<file path="src/rtl/bus_xfer_seq_if.sv">
// Request/bus bundle for bus_xfer_seq.
// slave = transfer sequencer, master = control unit / register file side.
interface bus_xfer_seq_if #(
  parameter int WIDTH = 16,
  parameter int SEL_W = 4,
  parameter int NDST  = 16
) ();
  localparam int NSRC = 2**SEL_W;

  logic [WIDTH*NSRC-1:0] src_flat;
  logic [NSRC-1:0]       src_present;
  logic                  req_valid;
  logic                  req_ready;
  logic [SEL_W-1:0]      req_src;
  logic [NDST-1:0]       req_dst;
  logic [WIDTH-1:0]      bus_data;
  logic [NDST-1:0]       dst_load;
  logic                  done;
  logic                  err;

  modport slave (
    input  src_flat,
    input  src_present,
    input  req_valid,
    input  req_src,
    input  req_dst,
    output req_ready,
    output bus_data,
    output dst_load,
    output done,
    output err
  );

  modport master (
    output src_flat,
    output src_present,
    output req_valid,
    output req_src,
    output req_dst,
    input  req_ready,
    input  bus_data,
    input  dst_load,
    input  done,
    input  err
  );
endinterface

</file>
<file path="src/rtl/bus_xfer_seq.sv">
// Registered register-to-register transfer sequencer (IDLE/SAMPLE/DRIVE).
// Optional macro BUS_SRC_CHECK_EN rejects unpopulated source slots with err.
module bus_xfer_seq #(
  parameter int WIDTH = 16,
  parameter int SEL_W = 4,
  parameter int NDST  = 16
) (
  input logic         clk,
  input logic         rst,
  bus_xfer_seq_if.slave bus
);
  localparam int NSRC = 2**SEL_W;

  typedef enum logic [1:0] {
    IDLE,
    SAMPLE,
    DRIVE
  } state_t;

  state_t           state_q, state_d;
  logic [SEL_W-1:0] src_q, src_d;
  logic [NDST-1:0]  dst_q, dst_d;
  logic [WIDTH-1:0] bus_q, bus_d;
  logic [WIDTH-1:0] src_word;
  logic             drive;

`ifdef BUS_SRC_CHECK_EN
  logic err_q, err_d;
  logic src_ok;
  assign src_ok = bus.src_present[src_q];
`else
  logic unused_present;
  assign unused_present = ^bus.src_present;
`endif

  always_comb begin
    src_word = '0;
    for (int k = 0; k < NSRC; k++) begin
      if (src_q == SEL_W'(k))
        src_word = bus.src_flat[k*WIDTH +: WIDTH];
    end
  end

  always_comb begin
    state_d = state_q;
    src_d   = src_q;
    dst_d   = dst_q;
    bus_d   = bus_q;
`ifdef BUS_SRC_CHECK_EN
    err_d   = 1'b0;
`endif
    unique case (state_q)
      IDLE: begin
        if (bus.req_valid) begin
          src_d   = bus.req_src;
          dst_d   = bus.req_dst;
          state_d = SAMPLE;
        end
      end
      SAMPLE: begin
`ifdef BUS_SRC_CHECK_EN
        if (src_ok) begin
          bus_d   = src_word;
          state_d = DRIVE;
        end else begin
          err_d   = 1'b1;
          state_d = IDLE;
        end
`else
        bus_d   = src_word;
        state_d = DRIVE;
`endif
      end
      DRIVE: state_d = IDLE;
      default: state_d = IDLE;
    endcase
  end

  always_ff @(posedge clk) begin
    if (rst) begin
      state_q <= IDLE;
      src_q   <= '0;
      dst_q   <= '0;
      bus_q   <= '0;
`ifdef BUS_SRC_CHECK_EN
      err_q   <= 1'b0;
`endif
    end else begin
      state_q <= state_d;
      src_q   <= src_d;
      dst_q   <= dst_d;
      bus_q   <= bus_d;
`ifdef BUS_SRC_CHECK_EN
      err_q   <= err_d;
`endif
    end
  end

  // Gate with rst so a reset landing in DRIVE never loads a destination.
  assign drive         = (state_q == DRIVE) && !rst;
  assign bus.req_ready = (state_q == IDLE);
  assign bus.bus_data  = bus_q;
  assign bus.dst_load  = drive ? dst_q : '0;
  assign bus.done      = drive;
`ifdef BUS_SRC_CHECK_EN
  assign bus.err       = err_q;
`else
  assign bus.err       = 1'b0;
`endif
endmodule

</file>
<file path="src/flat_wrapper.sv">
// flat-port wrapper written by rule: the top's interface ports become plain ports
module bus_xfer_seq_flat 
#(
  parameter int WIDTH = 16,
  parameter int SEL_W = 4,
  parameter int NDST  = 16
)
  (clk, rst, bus_src_flat, bus_src_present, bus_req_valid, bus_req_src, bus_req_dst, bus_req_ready, bus_bus_data, bus_dst_load, bus_done, bus_err);
  bus_xfer_seq_if #(.WIDTH(WIDTH), .SEL_W(SEL_W), .NDST(NDST)) bus_i ();
  input logic clk;
  input logic rst;
  input wire logic [$bits(bus_i.src_flat)-1:0] bus_src_flat;
  input wire logic [$bits(bus_i.src_present)-1:0] bus_src_present;
  input wire logic [$bits(bus_i.req_valid)-1:0] bus_req_valid;
  input wire logic [$bits(bus_i.req_src)-1:0] bus_req_src;
  input wire logic [$bits(bus_i.req_dst)-1:0] bus_req_dst;
  output wire logic [$bits(bus_i.req_ready)-1:0] bus_req_ready;
  output wire logic [$bits(bus_i.bus_data)-1:0] bus_bus_data;
  output wire logic [$bits(bus_i.dst_load)-1:0] bus_dst_load;
  output wire logic [$bits(bus_i.done)-1:0] bus_done;
  output wire logic [$bits(bus_i.err)-1:0] bus_err;
  assign bus_i.src_flat = bus_src_flat;
  assign bus_i.src_present = bus_src_present;
  assign bus_i.req_valid = bus_req_valid;
  assign bus_i.req_src = bus_req_src;
  assign bus_i.req_dst = bus_req_dst;
  assign bus_req_ready = bus_i.req_ready;
  assign bus_bus_data = bus_i.bus_data;
  assign bus_dst_load = bus_i.dst_load;
  assign bus_done = bus_i.done;
  assign bus_err = bus_i.err;
  bus_xfer_seq #(.WIDTH(WIDTH), .SEL_W(SEL_W), .NDST(NDST)) u_core (.clk(clk), .rst(rst), .bus(bus_i));
endmodule
</file>
<file path="config.mk">
export PLATFORM = sky130hd
export DESIGN_NAME = bus_xfer_seq_flat
export DESIGN_NICKNAME = d
export VERILOG_FILES = /design/src/rtl/bus_xfer_seq_if.sv /design/src/rtl/bus_xfer_seq.sv /design/src/flat_wrapper.sv
export SDC_FILE = /design/constraint.sdc
export NUM_CORES = 1
export LEC_CHECK = 0
export CAP_MARGIN = 20
export CORE_AREA = 2 2 127 129
export DETAILED_ROUTE_END_ITERATION = 8
export DIE_AREA = 0 0 129 131
export MAX_ROUTING_LAYER = met4
export PLACE_DENSITY = 0.7
export SYNTH_ARGS = -nofsm -noshare
export SYNTH_HDL_FRONTEND = slang
export SYNTH_SLANG_ARGS = --single-unit
</file>
<file path="constraint.sdc">
create_clock -name clk -period 1.7 [get_ports clk]
set_clock_uncertainty 0.05 [all_clocks]
set_input_delay 0.255 -clock clk [delete_from_list [all_inputs] [get_ports clk]]
set_output_delay 0.255 -clock clk [all_outputs]
set_load 0.05 [all_outputs]
</file>
==> impl_metrics.yaml <==
run_status:
  status: "finished with violations"
  violations: "negative setup slack"
grt:
  grt_remaining_overflow: 0
  antenna_found_initial: 2
  grt_pass1_vias: 6456
  grt_use_total: 0.298
  busiest_layer: "met2"
  grt_pass1_wl_um: 36500
  grt_max_degree: 25
  grtUsageMet1: 0.345
  grt_use_met2: 0.503
  grt_use_met3: 0.0774
worst_setup_path:
  critPathTopFamily: "compound AO/OA/AOI/OAI gates"
  cpPeakStageDelay_ns: 0.40
  startpoint_type: "register"
  crit_type: "reg -> reg"
  arrival_ns: 2.01
  cpMaxStageDelayCell: "or3b_4"
  endpoint_kind: "register"
  worst-path-buf-inv: 2
  critPathRequiredTime_ns: 1.82
  worstPathMaxFanout: 6
  path_cells: "buf_6 > or3b_4 > o21ai_2 > a22oi_2 > a2111oi_2 > buf_4 > o22ai_2"
sta:
  fin_ws_ns: -0.190
  drv_slew: 0
  fin_hold_ws_ns: 0.407
  finalSetupViolCount: 32
  rsz0062_at_grt: "yes"
  max_freq_mhz: 529
  fin_crit_sh: 1.11
  hold_viol_final: 0
  min_period_ns: 1.89
  worst_pin_slew_ns: 0.595
  relSlewSlack: 0.603
cts:
  cts_sinks: 38
  cts_buffer_depth: 2
  cts_tree: "yes"
  h-tree-depth: 2
  path_clk_slew_ns: 0.06
  clk_latency_ns: 0.29
  cts_buffers: 5
  ctsRootBufferMaster: "clkbuf_16"
yosys:
  synth_top_family_by_area: "compound AO/OA/AOI/OAI gates"
  syn_area_um2: 4350
  yosys_warnings: 0
  synth-async-reset-ratio: 0
  syn_nets: 903
  yosys.cell_types.count: 67
  synth_edf_count: 0
  netlist_instances: 608
  synth_simple_gate_area_share: 0.242
  netlist_top_cells_count: "71 x nand2_1, 63 x a21oi_1, 55 x o21ai_0"
  seq_area_frac_synth: 0.175
  synth_top_cell_by_area: "dfxtp_1"
  ys_top_cells_by_area: "dfxtp_1 18%, mux2i_1 7.8%, a21oi_1 7.3%, o21ai_0 6.3%, nand2_1 6.1%"
  synth_seq_cells: 38
  yosysMostFrequentCell: "nand2_1"
  synth_mux_area_frac: 0.0999
  synthFlopType: "dfxtp_1"
  synth_compound_area_frac: 0.392
  synth_xor_area_frac: 0
  syn_avg_cell_area_um2: 7.15
  synth_top_area_frac: 0.175
  synthAdderAreaFrac: 0
floorplanning:
  die_x_um: 129
  fp-row-count: 46
  core_area_um2: 15600
  dieHeight_um: 131
  io-pin-count: 330
  dieArea_um2: 16900
  initial_utilization: 0.279
pwr:
  p_sw_mw: 1.47
  clockPowerShare: 0.236
  peakVddDrop_mv: 0.473
  p_total_mw: 4.29
  p_int_mw: 2.82
  leakage_nw: 3.59
  comb_power_share: 0.529
  swShare: 0.343
  p_seq_frac: 0.235
  power_density_nw_per_um2: 455
flow_run:
  maxCapViolations: 0
route:
  ant_nets: 0
  post_drt_wl_per_cell_um: 20.8
  wl_um: 25700
  first_pass_iters: 5
  drtIter0Drc: 413
  drt_drc_violations_left: 0
  vias: 6524
  vias_per_cell: 5.28
placement:
  port_buffers: 312
  gp_congestion: 0.905
  hpwl_um: 20800
worst_hold_path:
  hold_class: "reg -> reg"
finish:
  fillers: 1372
  num-nets-final: 1310
  multi_input_area_um2: 3630
  area_growth_syn_to_layout_pct: 117
  drive_gt1_frac: 0.283
  seqCellArea_um2: 776
layer usage:
metal | wire length (um) | up-vias
met4 | 708 | 0
met1 | 10300 | 3058
li1 | - | 3103
met5 | 0 | -
met2 | 12500 | 318
met3 | 2260 | 45
logic make-up (layout without fill, tap and decap cells):
logic type | after synthesis | in the layout
multiplexers | 41 | 41
AND/OR/NAND/NOR | 205 | 205
buffers and inverters | 68 | 476
AO/OA/AOI/OAI | 255 | 255
flip-flops | 38 | 38
other | 1 | 4
metrics by stage:
step                      TNS (ns)  std cells   util  setup slack [ns]  instance area (um^2)
after CTS                    -2.58       1223  0.586            -0.240                  9140
final                        -2.62       1235  0.604            -0.190                  9420
after detailed placement     -6.82       1207  0.553            -0.328                  8620
after global placement       -6.18       1207  0.553            -0.317                  8620
after floorplan                  0        608      -           0.00789                  4370
after global routing         -4.35       1234  0.604            -0.254                  9420
cell type report:
class,count,share of cell area
diodes,3,0.000797
repair buffers,458,0.483
multi-input cells,502,0.385
well taps,216,0.0287
clock inverters,2,0.00133
clock buffers,6,0.0147
inverters,10,0.00398
flip-flops and latches,38,0.0823
power by group through the flow:
stage / Combinational, mW / Clock (mW) / Sequential, mW
6_report: 2.27 / 1.01 / 1.01
2_1_floorplan: 0.752 / 0 / 1.10
4_1_cts: 2.17 / 1.03 / 1.01
5_1_grt: 2.40 / 1.05 / 1.01
3_5_place_dp: 2.05 / 0 / 1.02
3_3_place_gp: 2.05 / 0 / 1.02
layout by cell type (no fill, tap or decap), types with 5 or more instances in the layout:
cell type	count
clkdlybuf4s50_1	277
buf_4	133
nand2_1	68
a21oi_1	58
o21ai_0	45
mux2i_1	33
dfxtp_1	32
nor2_1	30
buf_12	27
buf_6	18
and2_4	17
nor2b_1	14
a22oi_1	12
o21ai_1	12
nand3_1	11
nand2b_1	11
a2bb2oi_1	10
inv_1	9
nand3b_1	8
o22ai_2	7
o21a_1	7
o211ai_1	6
o22ai_1	6
or3_1	5
a2bb2oi_2	5
o21ai_2	5
o221ai_2	5
o221ai_1	5
a21oi_2	5
clkbuf_16	5
worst paths after layout:
check | to | depth (start not counted) | startpoint | slack [ns]
worst max-delay path | u_core.bus.bus_data[1] | 7 | u_core.src_q[1] | -0.19
worst min-delay path | u_core.dst_q[4] | 2 | u_core.dst_q[4] | 0.41
worst max register to register | u_core.bus.bus_data[1] | 7 | u_core.src_q[1] | -0.19
worst min register to register | u_core.dst_q[4] | 2 | u_core.dst_q[4] | 0.41
state kept, by name (all words and copies together), names as in the netlist:
signal / count
u_core.dst_q: 16
u_core.src_q: 4
u_core.state_q: 2
u_core.bus.bus_data: 16
tightest hold or removal path: stages (launching register included):
cell and delay, ns:
dfxtp_1 0.31, nand2_1 0.05, a21oi_1 0.05
what timing repair did:
action / in CTS / in global routing
cloned: 2 / 0
buffers inserted: 7 / 11
setup endpoints to repair: 33 / 33
resized for setup: 85 / 50
hold buffers: 0 / 0
hold endpoints to repair: 0 / 0
pin swaps: 21 / 26
No activity file was read; power rests on OpenSTA's default activity.
==> RTL edit 1: new RTL, same flow settings <==
`SEL_W` is set to 4 in 3 places; all go to 3.
--- a/src/rtl/bus_xfer_seq_if.sv
+++ b/src/rtl/bus_xfer_seq_if.sv
@@ -4,3 +4,3 @@
   parameter int WIDTH = 16,
-  parameter int SEL_W = 4,
+  parameter int SEL_W = 3,
   parameter int NDST  = 16
--- a/src/rtl/bus_xfer_seq.sv
+++ b/src/rtl/bus_xfer_seq.sv
@@ -4,3 +4,3 @@
   parameter int WIDTH = 16,
-  parameter int SEL_W = 4,
+  parameter int SEL_W = 3,
   parameter int NDST  = 16
--- a/src/flat_wrapper.sv
+++ b/src/flat_wrapper.sv
@@ -4,3 +4,3 @@
   parameter int WIDTH = 16,
-  parameter int SEL_W = 4,
+  parameter int SEL_W = 3,
   parameter int NDST  = 16
Ports: changed (resized bus_req_src, bus_src_flat and bus_src_present); port bits go from 330 to 193. The function was not compared with the original's and may differ.
==> RTL edit 1 against the original RTL <==
The run still ends with setup timing left. Global-route usage fell by 16 points. Sequential cell count is 1 lower. Total power fell by 26%. Routed wire length down 55%. Synthesized area down 39%. Setup slack improved by 0.18 ns. Final area is 43% lower. Synthesized cell count down 44%. Critical path type is now flop to output port. Largest cell class unchanged. Largest power group is now clock. Highest routed layer unchanged.
==> RTL edit 1: results (changes against the original RTL) <==
• result of the run: finished with violations, unchanged
• violations in the final reports: setup timing, unchanged
• post-detail-place hpwl: 8.75 mm, was 20.8 mm
• start point of the worst hold path: u_core.dst_q[13]$_SDFFE_PP0P_, was u_core.dst_q[4]$_SDFFE_PP0P_
• VDD IR max: 374 uV, was 473 uV
• largest net degree at the start of global routing: 31, was 25
• unique cell type count in the Yosys netlist: 25, was 67
• Net Count, Synth: 497, was 903
• Root Driver: clkbuf_16, unchanged
• insertion delay of the later-clocked pin in the worst-skew pair: 0.28 ns
• main area contributors after synthesis: dfxtp_1, mux2i_1, a21oi_1, unchanged
• Async SR Flop Fraction: 0%, unchanged
• Max stage delay on crit path: 0.35 ns, was 0.40 ns
• worst reg2reg startpoint: u_core.src_q[1]$_SDFFE_PP0P_, unchanged
• CTS clock-pin slew for the worst setup and hold paths: 0.06 ns, about the same
• number of design-rule violations left by the first detailed-router iteration: 82, was 413
• cell depth of the worst min-delay path: 2, unchanged
• timing startpoint of the critical path: u_core.state_q[1]$_SDFFE_PP0P_, was u_core.src_q[1]$_SDFFE_PP0P_
• NumNets Final: 689, was 1310
• total routing usage reported by global routing: 13.4%, was 29.8%
• global-route wire length before repair: 16.9 mm, was 36.5 mm
• initial antenna violation count: 0, was 2
• CTS buffer count: 5, unchanged
• crit path setup slack, layout: -0.00959 ns, was -0.190 ns
• layout cells sized above 1: 20.1%, was 28.3%
• Routed WL per cell: 15.5 um, was 20.8 um
• fraction of the yosys area taken by sequential cells: 28.1%, was 17.5%
• type of the most critical hold path: flop to flop, unchanged
• vias in the first global route: 3165, was 6456
• Leak: 1.94 nW, was 3.59 nW
• total of buffers placed on input and output ports: 183, was 312
• area of placed instances: 0.00505 mm^2, was 0.00862 mm^2
• H-tree lvl count: 2, unchanged
• Initial DRT Pass Iterations: 5, unchanged
• final estimated routing congestion in global placement: 0.820, was 0.905
• CP delay by family, top: simple AND/OR/NAND/NOR gates, was compound AO/OA/AOI/OAI gates
• total of endpoints with negative setup slack in the final report: 7, was 32
• warnings from Yosys: 0, unchanged
• most instantiated cells after synthesis: a21oi_1, nand2_1, dfxtp_1, was nand2_1, a21oi_1, o21ai_0
• count of flip-flops with a built-in enable after synthesis: 0, unchanged
• Via-to-Cell Ratio: 4.27, was 5.28
• critical path's slowest cell: dfxtp_2, was or3b_4
• WP data arrival: 1.40 ns, was 2.01 ns
• worst reg2reg path depth: 6, was 7
• number of antenna diodes: 0, was 3
• final-layout fill cell count: 1604, was 1372
## RTL edit 1: cells by family (layout without fill, tap and decap cells)
kind of cell,Yosys count,in the layout,synth area share (%)
AND/OR/NAND/NOR,127,127,23.7
AO/OA/AOI/OAI,107,107,28.9
flip-flops,37,37,28.1
buffers and inverters,35,228,7.03
multiplexers,32,32,12.2
other,1,1,0.142
## RTL edit 1: path summary, 6_finish.rpt
check,endpoint,slack [ns]
min,u_core.dst_q[13]$_SDFFE_PP0P_,0.40
min reg2reg,u_core.dst_q[13]$_SDFFE_PP0P_,0.40
max,bus_dst_load[9],-0.01
max reg2reg,u_core.bus.bus_data[9]$_SDFFE_PP0N_,0.07
## RTL edit 1: report_power, final
group          switching, W  internal, W
combinational      0.000463     0.000623
sequential        0.0000390     0.000922
clock              0.000388     0.000733
total              0.000890      0.00228
## RTL edit 1: layout make-up
type | count | area, um^2 | area share [%]
clock buffer | 6 | 139 | 2.59
multi-input combinational | 267 | 1770 | 33.1
sequential | 37 | 749 | 14.0
timing repair buffer | 220 | 2390 | 44.6
clock inverter | 2 | 37.5 | 0.700
tap | 216 | 270 | 5.04
## RTL edit 1: timing repair
item / in CTS / in global routing
gates resized for setup: 8 / 20
endpoints found under the setup margin: 29 / 29
gates cloned: 0 / 1
setup buffers: 0 / 5
pin swaps: 0 / 16
## RTL edit 1: per-stage QoR
stage / utilization (%) / std cells / hold slack (ns) / TNS [ns] / setup slack [ns]
floorplan: - / 339 / 0.341 / 0 / 0.0517
global placement: 32.4 / 734 / 0.387 / -1.26 / -0.142
detailed placement: 32.4 / 734 / 0.392 / -1.86 / -0.172
CTS: 33.6 / 742 / 0.401 / -0.434 / -0.0519
global route: 34.4 / 748 / 0.428 / -1.42 / -0.105
finish: 34.4 / 748 / 0.403 / -0.0368 / -0.00959
## RTL edit 1: worst reg2reg max path: stages, from the launching register on
cell       delay, ns
dfxtp_4         0.37
buf_12          0.14
buf_4           0.15
mux2i_1         0.11
a2bb2oi_1       0.13
a221o_1         0.35
a311oi_2        0.25
## RTL edit 1: layer usage
| layer | global-route usage (%) | vias up | share of wire (%) |
|---|---|---|---|
| met5 | - | - | 0 |
| li1 | - | 1612 | - |
| met1 | 15.9 | 1443 | 41 |
| met4 | 3.07 | 0 | 0.82 |
| met3 | 4.32 | 10 | 9.7 |
| met2 | 22.3 | 126 | 48 |
==> RTL edit 2: new RTL, same flow settings <==
Made on the original files. Reset style: asynchronous (`rst`), changed in one clocked block.
--- a/src/rtl/bus_xfer_seq.sv
+++ b/src/rtl/bus_xfer_seq.sv
@@ -78,3 +78,3 @@
 
-  always_ff @(posedge clk) begin
+  always_ff @(posedge clk or posedge rst) begin
     if (rst) begin
Behaviour: differs if rst is asserted again (counterexample within 4 cycles, from zero or initial values and one cycle with rst high); with rst held inactive, the same outputs for 10 cycles.
==> RTL edit 2 against the original RTL <==
The flow still finishes with violations (setup timing). Routed wire length decreased by 5.2%. Final area is 4.0% lower. Count of clock-buffer cells in the layout decreased by 1. Sequential cell count is the same. Critical endpoint is now u_core.bus.bus_data[3]$_DFFE_PP0N_. Maximum frequency shrank 6.3%. Setup slack worse by 0.13 ns. Synthesized area decreased by 1.1%. Global-route usage down 1.9 points.
Power is not compared: it rests on default switching activity, and its combinational part moved more than twofold at a synthesized area within 25%.
==> RTL edit 2: results (changes against the original RTL) <==
• GR Util met3: 6.68%, was 7.74%
• global-route wire length before repair: 34.7 mm, was 36.5 mm
• type of the most critical hold path: input pin to async pin, was flop to flop
• total routing usage reported by global routing: 27.8%, was 29.8%
• initial antenna violation count: 0, was 2
• final estimated routing congestion in global placement: 0.958, was 0.905
• met1 capacity usage during global routing: 34.5%, about the same
• post-detail-place hpwl: 19.3 mm, was 20.8 mm
• final-layout fill cell count: 1411, was 1372
• reg-to-reg endpoint: u_core.bus.bus_data[3]$_DFFE_PP0N_, was u_core.bus.bus_data[1]$_SDFFE_PP0N_
• Routed WL per cell: 21.4 um, was 20.8 um
• Async SR Flop Fraction: 100%, was 0%
• number of design-rule violations left by the first detailed-router iteration: 369, was 413
• WP data arrival: 2.12 ns, was 2.01 ns
• critical path's slowest cell: dfrtp_4, was or3b_4
• crit path setup slack, layout: -0.317 ns, was -0.190 ns
• vias in the first global route: 6142, was 6456
• result of the run: finished with violations, unchanged
• NumNets Final: 1216, was 1310
• total of endpoints with negative setup slack in the final report: 32, unchanged
• Top FF cell, synth: dfrtp_1, was dfxtp_1
• total detailed-routing wirelength: 24.4 mm, was 25.7 mm
• pre-CTS WS: -0.425 ns, was -0.328 ns
• setup total negative slack: -4.29 ns, was -2.62 ns
• layout cells sized above 1: 27.7%, was 28.3%
• Gate Count Post-Synth: 552, was 608
• fraction of the yosys area taken by sequential cells: 22.1%, was 17.5%
• Via-to-Cell Ratio: 5.32, was 5.28
• Net Count, Synth: 847, was 903
• violations in the final reports: setup timing, unchanged
RTL edit 2: cell count changes after synthesis, moves of 13 or more:
| cell | delta |
|---|---|
| dfxtp_1 | -38 |
| nand2_1 | -13 |
| a2bb2oi_1 | -15 |
| dfrtp_1 | +38 |
| mux2_2 | +22 |
RTL edit 2: cell type report:
class                           count  area [um^2]  area share [%]
Sequential cell                    38          958            10.6
Inverter                            8         33.8           0.374
Clock buffer                        5          125            1.38
Clock inverter                      3         21.3           0.235
Multi-Input combinational cell    452         3350            37.0
Tap cell                          216          270            2.99
Timing Repair Buffer              416         4290            47.4
RTL edit 2: cells by family (layout without fill, tap and decap cells):
| family | after synthesis | in the layout | share of synthesized area (%) |
|---|---|---|---|
| AOI/OAI and AO/OA | 226 | 226 | 33.5 |
| buffers and inverters | 62 | 432 | 6.84 |
| DFF | 38 | 38 | 22.1 |
| muxes | 68 | 68 | 20.2 |
| other | 1 | 1 | 0.0873 |
| and+or+nand+nor | 157 | 157 | 17.3 |
RTL edit 2: layer usage:
| metal | part of all wire, % | vias to the layer above |
|---|---|---|
| met3 | 9.0 | 47 |
| met1 | 41 | 2859 |
| met4 | 2.4 | 0 |
| met5 | 0 | - |
| li1 | - | 2832 |
| met2 | 47 | 314 |
RTL edit 2: timing repair:
| item | CTS | global route |
|---|---|---|
| endpoints found under the setup margin | 33 | 33 |
| resized for setup | 47 | 70 |
| pin swaps | 13 | 31 |
| gates cloned | 0 | 1 |
| setup buffers | 8 | 6 |
RTL edit 2: power breakdown:
group | total (W) | internal [W] | switching, W
sequential | 0.00154 | 0.00123 | 0.000306
combinational | 0.00662 | 0.00319 | 0.00343
clock | 0.000962 | 0.000544 | 0.000418
